--- src/rtl/sa_result_drain_if.sv ---
// Row-beat valid/ready bus carrying one PE row of results per transfer.
// The master presents beats and the slave accepts them.
interface sa_result_drain_if #(
    parameter int WIDTH = 8,
    parameter int HPE   = 4,
    parameter int IDXW  = 2
);
    logic                      OUT_VALID;
    logic                      OUT_READY;
    logic [2*WIDTH*HPE-1:0]    OUT_ROW;
    logic [IDXW-1:0]           OUT_IDX;
    logic                      OUT_LAST;

    modport master (
        output OUT_VALID,
        output OUT_ROW,
        output OUT_IDX,
        output OUT_LAST,
        input  OUT_READY
    );

    modport slave (
        input  OUT_VALID,
        input  OUT_ROW,
        input  OUT_IDX,
        input  OUT_LAST,
        output OUT_READY
    );
endinterface

--- src/rtl/sa_result_drain.sv ---
// Snapshots the systolic-array result bus on CAP and streams it out one PE
// row per valid/ready beat, in row order.
module sa_result_drain #(
    parameter int WIDTH = 8,
    parameter int HPE   = 4,
    parameter int VPE   = 4,
    parameter int IDXW  = 2
) (
    input  logic                       CLK,
    input  logic                       RST,
    input  logic [2*WIDTH*HPE*VPE-1:0] Y_IN,
    input  logic                       CAP,
    output logic                       BUSY,
    output logic                       DONE,
    output logic                       OVERRUN,
    sa_result_drain_if.master          out
);
    localparam int RW   = 2 * WIDTH;
    localparam int ROWW = RW * HPE;
    localparam int NRES = HPE * VPE;

    typedef enum logic {
        S_IDLE,
        S_STREAM
    } state_t;

    state_t            state_q, state_d;
    logic [IDXW-1:0]   idx_q, idx_d;
    logic              done_q, done_d;
    logic              overrun_q, overrun_d;
    logic [ROWW-1:0]   buf_q [VPE];
    logic [ROWW-1:0]   buf_d [VPE];
    logic [ROWW-1:0]   cap_rows [VPE];
    logic              last_row;
    logic              xfer;

    // Row 0, col 0 is the most significant slice of Y_IN; col 0 lands in the
    // least significant slice of a row beat.
    always_comb begin
        for (int j = 0; j < VPE; j++) begin
            cap_rows[j] = '0;
            for (int i = 0; i < HPE; i++) begin
                cap_rows[j][i*RW +: RW] = Y_IN[(NRES-(j*HPE+i))*RW-1 -: RW];
            end
        end
    end

    assign last_row = (idx_q == IDXW'(VPE - 1));
    assign xfer     = (state_q == S_STREAM) && out.OUT_READY;

    always_comb begin
        state_d   = state_q;
        idx_d     = idx_q;
        done_d    = 1'b0;
        overrun_d = overrun_q;
        buf_d     = buf_q;
        case (state_q)
            S_IDLE: begin
                if (CAP) begin
                    buf_d   = cap_rows;
                    idx_d   = '0;
                    state_d = S_STREAM;
                end
            end
            S_STREAM: begin
                // A capture while busy is dropped; the snapshot stays intact.
                if (CAP) begin
                    overrun_d = 1'b1;
                end
                if (xfer) begin
                    if (last_row) begin
                        state_d = S_IDLE;
                        idx_d   = '0;
                        done_d  = 1'b1;
                    end else begin
                        idx_d = idx_q + 1'b1;
                    end
                end
            end
            default: state_d = S_IDLE;
        endcase
    end

    // NOTE: state uses non-blocking assignments so every flop samples the
    // pre-edge values computed by the combinational block.
    always_ff @(posedge CLK) begin
        if (RST) begin
            state_q   <= S_IDLE;
            idx_q     <= '0;
            done_q    <= 1'b0;
            overrun_q <= 1'b0;
        end else begin
            state_q   <= state_d;
            idx_q     <= idx_d;
            done_q    <= done_d;
            overrun_q <= overrun_d;
        end
    end

    // NOTE: the snapshot buffer is deliberately left out of reset; it is only
    // observed after a capture has loaded it.
    always_ff @(posedge CLK) begin
        buf_q <= buf_d;
    end

    assign BUSY          = (state_q == S_STREAM);
    assign DONE          = done_q;
    assign OVERRUN       = overrun_q;
    assign out.OUT_VALID = (state_q == S_STREAM);
    assign out.OUT_IDX   = idx_q;
    assign out.OUT_LAST  = (state_q == S_STREAM) && last_row;
    assign out.OUT_ROW   = (state_q == S_STREAM) ? buf_q[idx_q] : '0;

endmodule
--- src/flat_wrapper.sv ---
// flat-port wrapper written by rule: the top's interface ports become plain ports
module sa_result_drain_flat 
#(
    parameter int WIDTH = 8,
    parameter int HPE   = 4,
    parameter int VPE   = 4,
    parameter int IDXW  = 2
)
  (CLK, RST, Y_IN, CAP, BUSY, DONE, OVERRUN, out_OUT_VALID, out_OUT_ROW, out_OUT_IDX, out_OUT_LAST, out_OUT_READY);
  sa_result_drain_if #(.WIDTH(WIDTH), .HPE(HPE), .IDXW(IDXW)) out_i ();
  input  logic CLK;
  input  logic RST;
  input  logic [2*WIDTH*HPE*VPE-1:0] Y_IN;
  input  logic CAP;
  output logic BUSY;
  output logic DONE;
  output logic OVERRUN;
  output wire logic [$bits(out_i.OUT_VALID)-1:0] out_OUT_VALID;
  output wire logic [$bits(out_i.OUT_ROW)-1:0] out_OUT_ROW;
  output wire logic [$bits(out_i.OUT_IDX)-1:0] out_OUT_IDX;
  output wire logic [$bits(out_i.OUT_LAST)-1:0] out_OUT_LAST;
  input wire logic [$bits(out_i.OUT_READY)-1:0] out_OUT_READY;
  assign out_OUT_VALID = out_i.OUT_VALID;
  assign out_OUT_ROW = out_i.OUT_ROW;
  assign out_OUT_IDX = out_i.OUT_IDX;
  assign out_OUT_LAST = out_i.OUT_LAST;
  assign out_i.OUT_READY = out_OUT_READY;
  sa_result_drain #(.WIDTH(WIDTH), .HPE(HPE), .VPE(VPE), .IDXW(IDXW)) u_core (.CLK(CLK), .RST(RST), .Y_IN(Y_IN), .CAP(CAP), .BUSY(BUSY), .DONE(DONE), .OVERRUN(OVERRUN), .out(out_i));
endmodule
--- config.mk ---
export PLATFORM = sky130hd
export DESIGN_NAME = sa_result_drain_flat
export DESIGN_NICKNAME = d
export VERILOG_FILES = /design/src/rtl/sa_result_drain_if.sv /design/src/rtl/sa_result_drain.sv /design/src/flat_wrapper.sv
export SDC_FILE = /design/constraint.sdc
export NUM_CORES = 1
export LEC_CHECK = 0
export ABC_AREA = 0
export CAP_MARGIN = 20
export CORE_ASPECT_RATIO = 0.5
export CORE_MARGIN = 2
export CORE_UTILIZATION = 49
export DETAILED_ROUTE_END_ITERATION = 10
export PLACE_DENSITY_LB_ADDON = 0.08
export RECOVER_POWER = 25
export SLEW_MARGIN = 20
export SYNTH_ARGS = -nofsm -noshare
export SYNTH_HDL_FRONTEND = slang
export SYNTH_SLANG_ARGS = --single-unit
--- constraint.sdc ---
create_clock -name CLK -period 35.4 [get_ports CLK]
set_input_delay 7.08 -clock CLK [delete_from_list [all_inputs] [get_ports CLK]]
set_output_delay 7.08 -clock CLK [all_outputs]
set_load 0.01 [all_outputs]
-- Yosys cells after proc, flatten, opt, wreduce, memory -nomap -nowiden
Cells that the tools add are included.
- logic and storage cells: 35
- output and inout bits: 71
- input bits: 260
- register bits: 261
- bitwise operators: 3
- eq/ne operators: 3
- add/sub/neg operators: 1
- multiplexer cells: 13
- magnitude comparators: 1
- reduce and logical (&&, ||, !) cells: 6
- operators with widths (kind ; number):
    64-bit two-way mux ; 3
    64-bit binary-select mux with 2-bit select ; 1
    2-bit two-way mux ; 3
    2-bit AND reduction ; 3
    1-bit two-way mux ; 4
    2-bit != test, second input constant ; 2
    2-bit case mux with 2 select lines ; 1
    3-bit >= comparator, second input constant ; 1
    2-bit NOT with 3-bit output ; 1
    3-bit OR reduction ; 1
    2-bit by 1-bit adder with 2-bit output, second input constant ; 1
    2-bit == test, second input constant ; 1
    1-bit logical AND ; 2
    1-bit NOT ; 2
    1-bit case mux with 2 select lines ; 1

-- Depth between registers and ports, before layout
Gate-level depths: netlist of run 1.
- depth in word-level cells: 5
- gate-level depth with buffers: 5
- gate-level depth less buffers: 3

-- Worst setup path before layout of run 1
OpenSTA, ideal clock, no wires.
- kind: in2reg
- start: input CAP
- end: register u_core.buf_q[0] in the netlist's numbering (enable)
- stages: 1
- arrival time: 18.096 ns
- path slack: 16.397 ns
- cell sequence: nor2b_1
- word-level cells in the longest chain between the ends: 1
- ends and longest elaborated chain (element ; RTL line ; RTL):
    start: declaration ; flat_wrapper.sv:14 ; input logic CAP;
    2-bit AND reduction (no line) ; - ;
    end signal: assignment ; sa_result_drain.sv:103 ; buf_q <= buf_d;
    end: declaration ; sa_result_drain.sv:31 ; logic [ROWW-1:0] buf_q [VPE];
Every way passes these cells.
A chain may end at the register's enable or synchronous reset.

-- Worst setup path in the final report of run 1
- start: register u_core.idx_q[0] (netlist: u_core.out.OUT_IDX[0])
- end: output out_OUT_ROW[52]
- word-level cells in the longest chain between the ends: 5
- ends and longest elaborated chain (element ; RTL line ; RTL):
    start: declaration ; sa_result_drain.sv:28 ; logic [IDXW-1:0] idx_q, idx_d;
    start signal: assignment ; sa_result_drain.sv:94 ; idx_q <= idx_d;
    2-bit NOT with 3-bit output (implied by the code) ; sa_result_drain.sv:112 ; assign out.OUT_ROW = (state_q == S_STREAM) ? buf_q[idx_q] : '0;
    64-bit binary-select mux with 2-bit select ; sa_result_drain.sv:112 ;
    64-bit two-way mux (implied by the code) (2 in series) ; sa_result_drain.sv:112 ;
    64-bit two-way mux ; sa_result_drain.sv:112 ;
    end: declaration ; flat_wrapper.sv:19 ; output wire logic [$bits(out_i.OUT_ROW)-1:0] out_OUT_ROW;
Every way passes these cells. The select of a mux whose other input is x is not followed.

==> results.sh, run 1 <==
export IMPL_first_iter_violations=330
export IMPL_netSwitchingPower_uw=139
export IMPL_die_w_um=205
export IMPL_cts_htree_levels=1
export IMPL_slowest_delay_ns=0.87
export IMPL_setup_violations=0
export IMPL_synth_cells=501
export IMPL_power_frac_comb_pct=9.4
export IMPL_fin_worst_skew_ns=0.0128
export IMPL_synth_cell_types=24
export IMPL_synth_nets=763
export IMPL_cp_start_kind="flip-flop"
export IMPL_route_detailed_drc=0
export IMPL_rsz0062_at_grt="false"
export IMPL_yosysSeqAreaShare_pct=78.5
export IMPL_ys_warn_count=0
export IMPL_total_power_uw=699
export IMPL_worst_path_max_delay_cell="dfxtp_4"
export IMPL_power_density_mw_per_mm2=49.4
export IMPL_grt_pass1_vias=6067
export IMPL_critPathCaptureType="output pin"
export IMPL_p_seq_share_pct=52.3
export IMPL_crit_chain="buf_4 -> buf_4 -> mux2i_1 -> o22ai_1 -> clkdlybuf4s50_1"
export IMPL_hold_worst_slack_ns=0.481
export IMPL_cts_max_path_buffers=3
export IMPL_grt_usage_pct=21.1
export IMPL_synth_ff_type="edfxtp_1"
export IMPL_start_util_pct=50.5
export IMPL_worst_path_most_repeated_cell="buf_4"
export IMPL_dieArea_sq_mm=0.0215
export IMPL_syn_area_sq_mm=0.00991
export IMPL_p_leak_uw=0.00467
export IMPL_cts_sinks=261
export IMPL_clk_latency_ns=0.50
export IMPL_wl_mm=22.9
export IMPL_fin_crit_ns=10.97
export IMPL_antenna_found_initial=13
export IMPL_dp_hpwl_mm=15.4
export IMPL_critPathArrivalTime_ns=3.89
export IMPL_vias=5738
export IMPL_port_buffers=330
export IMPL_slew_headroom_pct=32.7
export IMPL_tritoncts_num_buffers=23
export IMPL_clkTransAtPathRegs_ns=0.07
export IMPL_sw_frac_of_total_pct=19.8
export IMPL_max_freq_mhz=91.2
export IMPL_p_clk_share_pct=38.2
export IMPL_drive_above_1_share_pct=5.19
export IMPL_ctsResizeCount=0
export IMPL_synth_edff_count=256
export IMPL_grt_max_degree=175
export IMPL_ant_nets=0
export IMPL_synth_seq_cells=261
export IMPL_worstMarginPinSlew_ns=1.01
export IMPL_holdBufCountCts=0
export IMPL_maxCapViolCount=0
export IMPL_synth_avg_cell_area_sq_um=19.8
export IMPL_io_pins=331
export IMPL_holdCritPathClass="reg2reg"
export IMPL_finalMaxSlewViolations=0
export IMPL_die_h_um=105
export IMPL_ir_drop_v=0.0000300
export IMPL_crit_required_ns=28.32
export IMPL_layout_nets=1094
export IMPL_outcome="completed"
export IMPL_fin_tns_setup_ns=0
export IMPL_cts_tree="done"
export IMPL_grt_overflow=0
export IMPL_dr_pass1_iters=5
export IMPL_post_cts_buffers=0
export IMPL_grt_pass1_wl_mm=34.0
export IMPL_cts_root_buf="clkbuf_16"
export IMPL_place_congestion=0.781
export IMPL_core_area_sq_mm=0.0196
export IMPL_finalHoldViolCount=0
export IMPL_p_int_uw=560
export IMPL_finalCritPeriodShare_pct=31.0
export IMPL_wl_per_cell_um=20.4
export IMPL_vias_per_cell=5.10
export IMPL_rows=36
export IMPL_crit_type="reg2out"
export IMPL_async_flop_share_pct=0
export IMPL_critPathMaxFanout=48
export IMPL_syn_to_final_growth_pct=42.6
==> placed cells by master (no fill, tap or decap) <==
master           instances
nand2b_2                 1
o21ai_0                  1
and4b_1                  1
clkinv_2                 2
bufinv_16                5
nand4b_1                 1
clkinv_1                 2
a311oi_1                 1
clkbuf_1                 6
mux2_2                   1
clkbuf_16               23
nand2b_1                 2
diode_2                 10
dfxtp_4                  1
edfxtp_1               256
nand2_2                  1
dfxtp_1                  4
nor2b_4                  1
o22ai_1                 65
clkdlybuf4s50_1        183
inv_6                    1
buf_4                    5
clkbuf_8                 2
nor2_1                   2
and2_1                   1
ha_1                     2
nand4bb_1                1
dlygate4sd3_1          147
mux2i_1                128
buf_12                   1
a21oi_1                  1
==> synth_stat cells (2+ instances only) <==
cell	instances	area, sq um
buf_12	6	120
o22ai_1	65	407
edfxtp_1	256	7690
buf_4	4	30.0
dfxtp_1	5	100
nand2b_1	3	18.8
clkbuf_1	6	22.5
buf_2	6	30.0
ha_1	2	25.0
mux2i_1	128	1280
nor2_1	2	7.51
buf_8	6	90.1
==> flip-flops by register name (all words and copies together) (netlist names) <==
register	flops
u_core.out.OUT_IDX	2
u_core.BUSY	1
u_core.OVERRUN	1
u_core.buf_q	256
u_core.DONE	1
==> power groups by stage <==
| stage | clock (uW) | combinational [uW] | sequential [uW] |
|---|---|---|---|
| 2_1_floorplan | 0 | 28.6 | 377 |
| 3_3_place_gp | 0 | 67.8 | 372 |
| 3_5_place_dp | 0 | 69.2 | 373 |
| 4_1_cts | 271 | 69.8 | 366 |
| 5_1_grt | 283 | 70.7 | 367 |
| 6_report | 267 | 66.0 | 366 |
==> area by class of cell <==
| cell class | instances | area, sq um |
|---|---|---|
| diodes | 10 | 25.0 |
| clock buffers | 31 | 626 |
| clock inverters | 10 | 176 |
| fillers | 1298 | 5500 |
| multi-input cells | 210 | 1830 |
| flip-flops and latches | 261 | 7790 |
| well taps | 266 | 333 |
| repair buffers | 336 | 3360 |
==> routing by layer <==
layer | routed length [um] | global-route usage [%]
met1 | 9180 | 26.0
met2 | 11700 | 36.2
met3 | 1660 | 6.24
met4 | 367 | 5.91
met5 | 44 | 0
==> stage by stage <==
step	cell area (sq um)	util (%)	cells	worst slack, ns
floorplan	9910	-	501	16.40
global placement	13300	67.8	1073	25.03
detailed placement	13300	67.8	1073	24.96
CTS	14100	71.9	1114	24.40
global route	14100	72.0	1122	24.19
finish	14100	72.0	1124	24.43
==> worst paths after layout <==
check             slack [ns]               end             startpoint  cells after the start
setup / recovery       24.43   out_OUT_ROW[52]  u_core.out.OUT_IDX[0]                      5
hold / removal          0.48    u_core.OVERRUN         u_core.OVERRUN                      2
setup reg to reg       33.51  u_core.buf_q[17]            u_core.BUSY                      2
hold reg to reg         0.48    u_core.OVERRUN         u_core.OVERRUN                      2
==> cells by family after synthesis <==
| logic type | count (synthesis) | share of synthesized area, % |
|---|---|---|
| mux | 129 | 13.0 |
| fa+ha+maj | 2 | 0.252 |
| simple gates | 11 | 0.732 |
| flops | 261 | 78.5 |
| compound gates | 68 | 4.29 |
| buf+inv | 30 | 3.14 |
==> worst max-delay path: cells and delay by family, from the launching register on <==
kind,cells,cell delay [ns]
buf+inv,3,2.04
flops,1,0.87
compound gates,1,0.18
mux,1,0.16
Power figures use the tool's default switching activity.
==> run 2: changes to the inputs <==
--- a/config.mk
+++ b/config.mk
@@ -9,7 +9,7 @@
 export CAP_MARGIN = 20
 export CORE_ASPECT_RATIO = 0.5
 export CORE_MARGIN = 2
-export CORE_UTILIZATION = 49
+export CORE_UTILIZATION = 41
 export DETAILED_ROUTE_END_ITERATION = 10
 export PLACE_DENSITY_LB_ADDON = 0.08
 export RECOVER_POWER = 25
==> constraint.sdc (replaced) <==
create_clock -name CLK -period 8.9 [get_ports CLK]
set_input_delay 1.78 -clock CLK [delete_from_list [all_inputs] [get_ports CLK]]
set_output_delay 1.78 -clock CLK [all_outputs]
set_load 0.01 [all_outputs]
==> results.sh, run 2 (synthesized netlist as in run 1, its figures left out) <==
export IMPL_slew_headroom_pct=31.2
export IMPL_outcome="completed"
export IMPL_start_util_pct=41.5
export IMPL_grt_usage_pct=17.5
export IMPL_layout_nets=1096
export IMPL_ir_drop_v=0.000114
export IMPL_layout_common_cells="256 x edfxtp_1, 183 x clkdlybuf4s50_1, 147 x dlygate4sd3_1"
export IMPL_finalHoldViolCount=0
export IMPL_core_area_sq_mm=0.0239
export IMPL_clk_latency_ns=0.51
export IMPL_clkTransAtPathRegs_ns=0.07
export IMPL_netSwitchingPower_uw=570
export IMPL_mostFrequentLayoutCell="edfxtp_1"
export IMPL_die_w_um=224
export IMPL_min_path_cells=2
export IMPL_cts_tree="done"
export IMPL_grt_overflow=0
export IMPL_hold_start="u_core.OVERRUN"
export IMPL_tritoncts_num_buffers=24
export IMPL_largest_reg_flops=256
export IMPL_ant_nets=0
export IMPL_fin_worst_skew_ns=0.00835
export IMPL_port_buffers=330
export IMPL_antenna_found_initial=8
export IMPL_hold_worst_slack_ns=0.475
export IMPL_grt_pass1_wl_mm=34.0
export IMPL_fillers=1826
export IMPL_dieArea_sq_mm=0.0255
export IMPL_reg2reg_depth=2
export IMPL_timing_rr_end="u_core.buf_q[231]"
export IMPL_r2r_start="u_core.BUSY"
export IMPL_dr_pass1_iters=6
export IMPL_route_detailed_drc=0
export IMPL_first_iter_violations=261
export IMPL_p_int_uw=2250
export IMPL_crit_required_ns=7.12
export IMPL_wl_mm=22.7
export IMPL_die_h_um=114
export IMPL_total_power_uw=2820
export IMPL_min_to="u_core.OVERRUN"
export IMPL_p_leak_uw=0.00468
export IMPL_sw_frac_of_total_pct=20.2
export IMPL_power_density_mw_per_mm2=198
export IMPL_post_cts_buffers=0
export IMPL_fin_crit_ns=5.03
export IMPL_critPathMaxFanout=55
export IMPL_cts_root_buf="clkbuf_16"
export IMPL_finalCritPeriodShare_pct=56.5
export IMPL_dp_hpwl_mm=15.0
export IMPL_grt_pass1_vias=6056
export IMPL_power_frac_comb_pct=9.2
export IMPL_maxCapViolCount=0
export IMPL_drive_above_1_share_pct=5.52
export IMPL_grt_max_degree=81
export IMPL_rows=40
export IMPL_max_freq_mhz=199
export IMPL_holdBufCountCts=0
export IMPL_critPathArrivalTime_ns=3.25
export IMPL_vias_per_cell=4.86
export IMPL_finalMaxSlewViolations=0
export IMPL_place_congestion=0.746
export IMPL_wl_per_cell_um=19.4
export IMPL_worstMarginPinSlew_ns=1.03
export IMPL_rsz0062_at_grt="false"
export IMPL_cts_sinks=261
export IMPL_p_seq_share_pct=51.6
export IMPL_setup_violations=0
export IMPL_r2r_slack_ns=6.28
export IMPL_io_pins=331
export IMPL_cp_start_kind="flip-flop"
export IMPL_cts_htree_levels=1
export IMPL_p_clk_share_pct=39.2
export IMPL_syn_to_final_growth_pct=43.5
export IMPL_ctsResizeCount=0
export IMPL_vias=5697
export IMPL_holdCritPathClass="reg2reg"
export IMPL_largest_register="u_core.buf_q"
export IMPL_cts_max_path_buffers=3
export IMPL_critPathCaptureType="output pin"
export IMPL_fin_tns_setup_ns=0
export IMPL_crit_type="reg2out"
## run 2: per-stage QoR
step | std cells | utilization (%) | area [sq um] | worst slack [ns]
2_1_floorplan | 501 | - | 9920 | 0.0164
6_report | 1173 | 59.6 | 14200 | 3.87
5_1_grt | 1169 | 59.5 | 14200 | 3.65
3_5_place_dp | 1123 | 56.0 | 13400 | 4.32
4_1_cts | 1166 | 59.5 | 14200 | 3.75
3_3_place_gp | 1123 | 56.0 | 13400 | 4.37
## run 2: how the worst max path moves through the flow
stage / cells after the start / endpoint / startpoint
after detailed placement: 4 / out_OUT_ROW[12] / u_core.out.OUT_IDX[0]
after CTS: 4 / out_OUT_ROW[12] / u_core.out.OUT_IDX[0]
after global routing: 4 / out_OUT_ROW[12] / u_core.out.OUT_IDX[0]
after floorplan: 1 / u_core.buf_q[0] / CAP
after global placement: 4 / out_OUT_ROW[11] / u_core.out.OUT_IDX[0]
final: 4 / out_OUT_ROW[35] / u_core.out.OUT_IDX[0]
## run 2: routing by layer
metal / part of all wire [%] / track usage (%)
met1: 40 / 21.2
met5: 0 / 0
met4: 1.6 / 3.78
met2: 52 / 31.3
met3: 6.1 / 5.31
## run 2: critical path: stages, from the launching register on
cell and delay, ns:
dfxtp_4 1.00, buf_4 0.71, mux2i_1 0.16, o22ai_1 0.20, clkdlybuf4s50_1 0.58
## run 2: layout make-up
class	instances	area, sq um	area share (%)
Clock inverter	13	195	1.37
Tap cell	315	394	2.77
Clock buffer	30	644	4.53
Timing Repair Buffer	337	3360	23.6
Sequential cell	261	7790	54.8
Antenna cell	7	17.5	0.123
Multi-Input combinational cell	210	1830	12.8
## run 2: power by group through the flow
| stage | clock network, uW | logic [uW] | registers (uW) |
|---|---|---|---|
| after global routing | 1180 | 280 | 1460 |
| after global placement | 0 | 271 | 1480 |
| after floorplan | 0 | 114 | 1480 |
| final | 1100 | 260 | 1450 |
| after detailed placement | 0 | 275 | 1480 |
| after CTS | 1140 | 277 | 1460 |
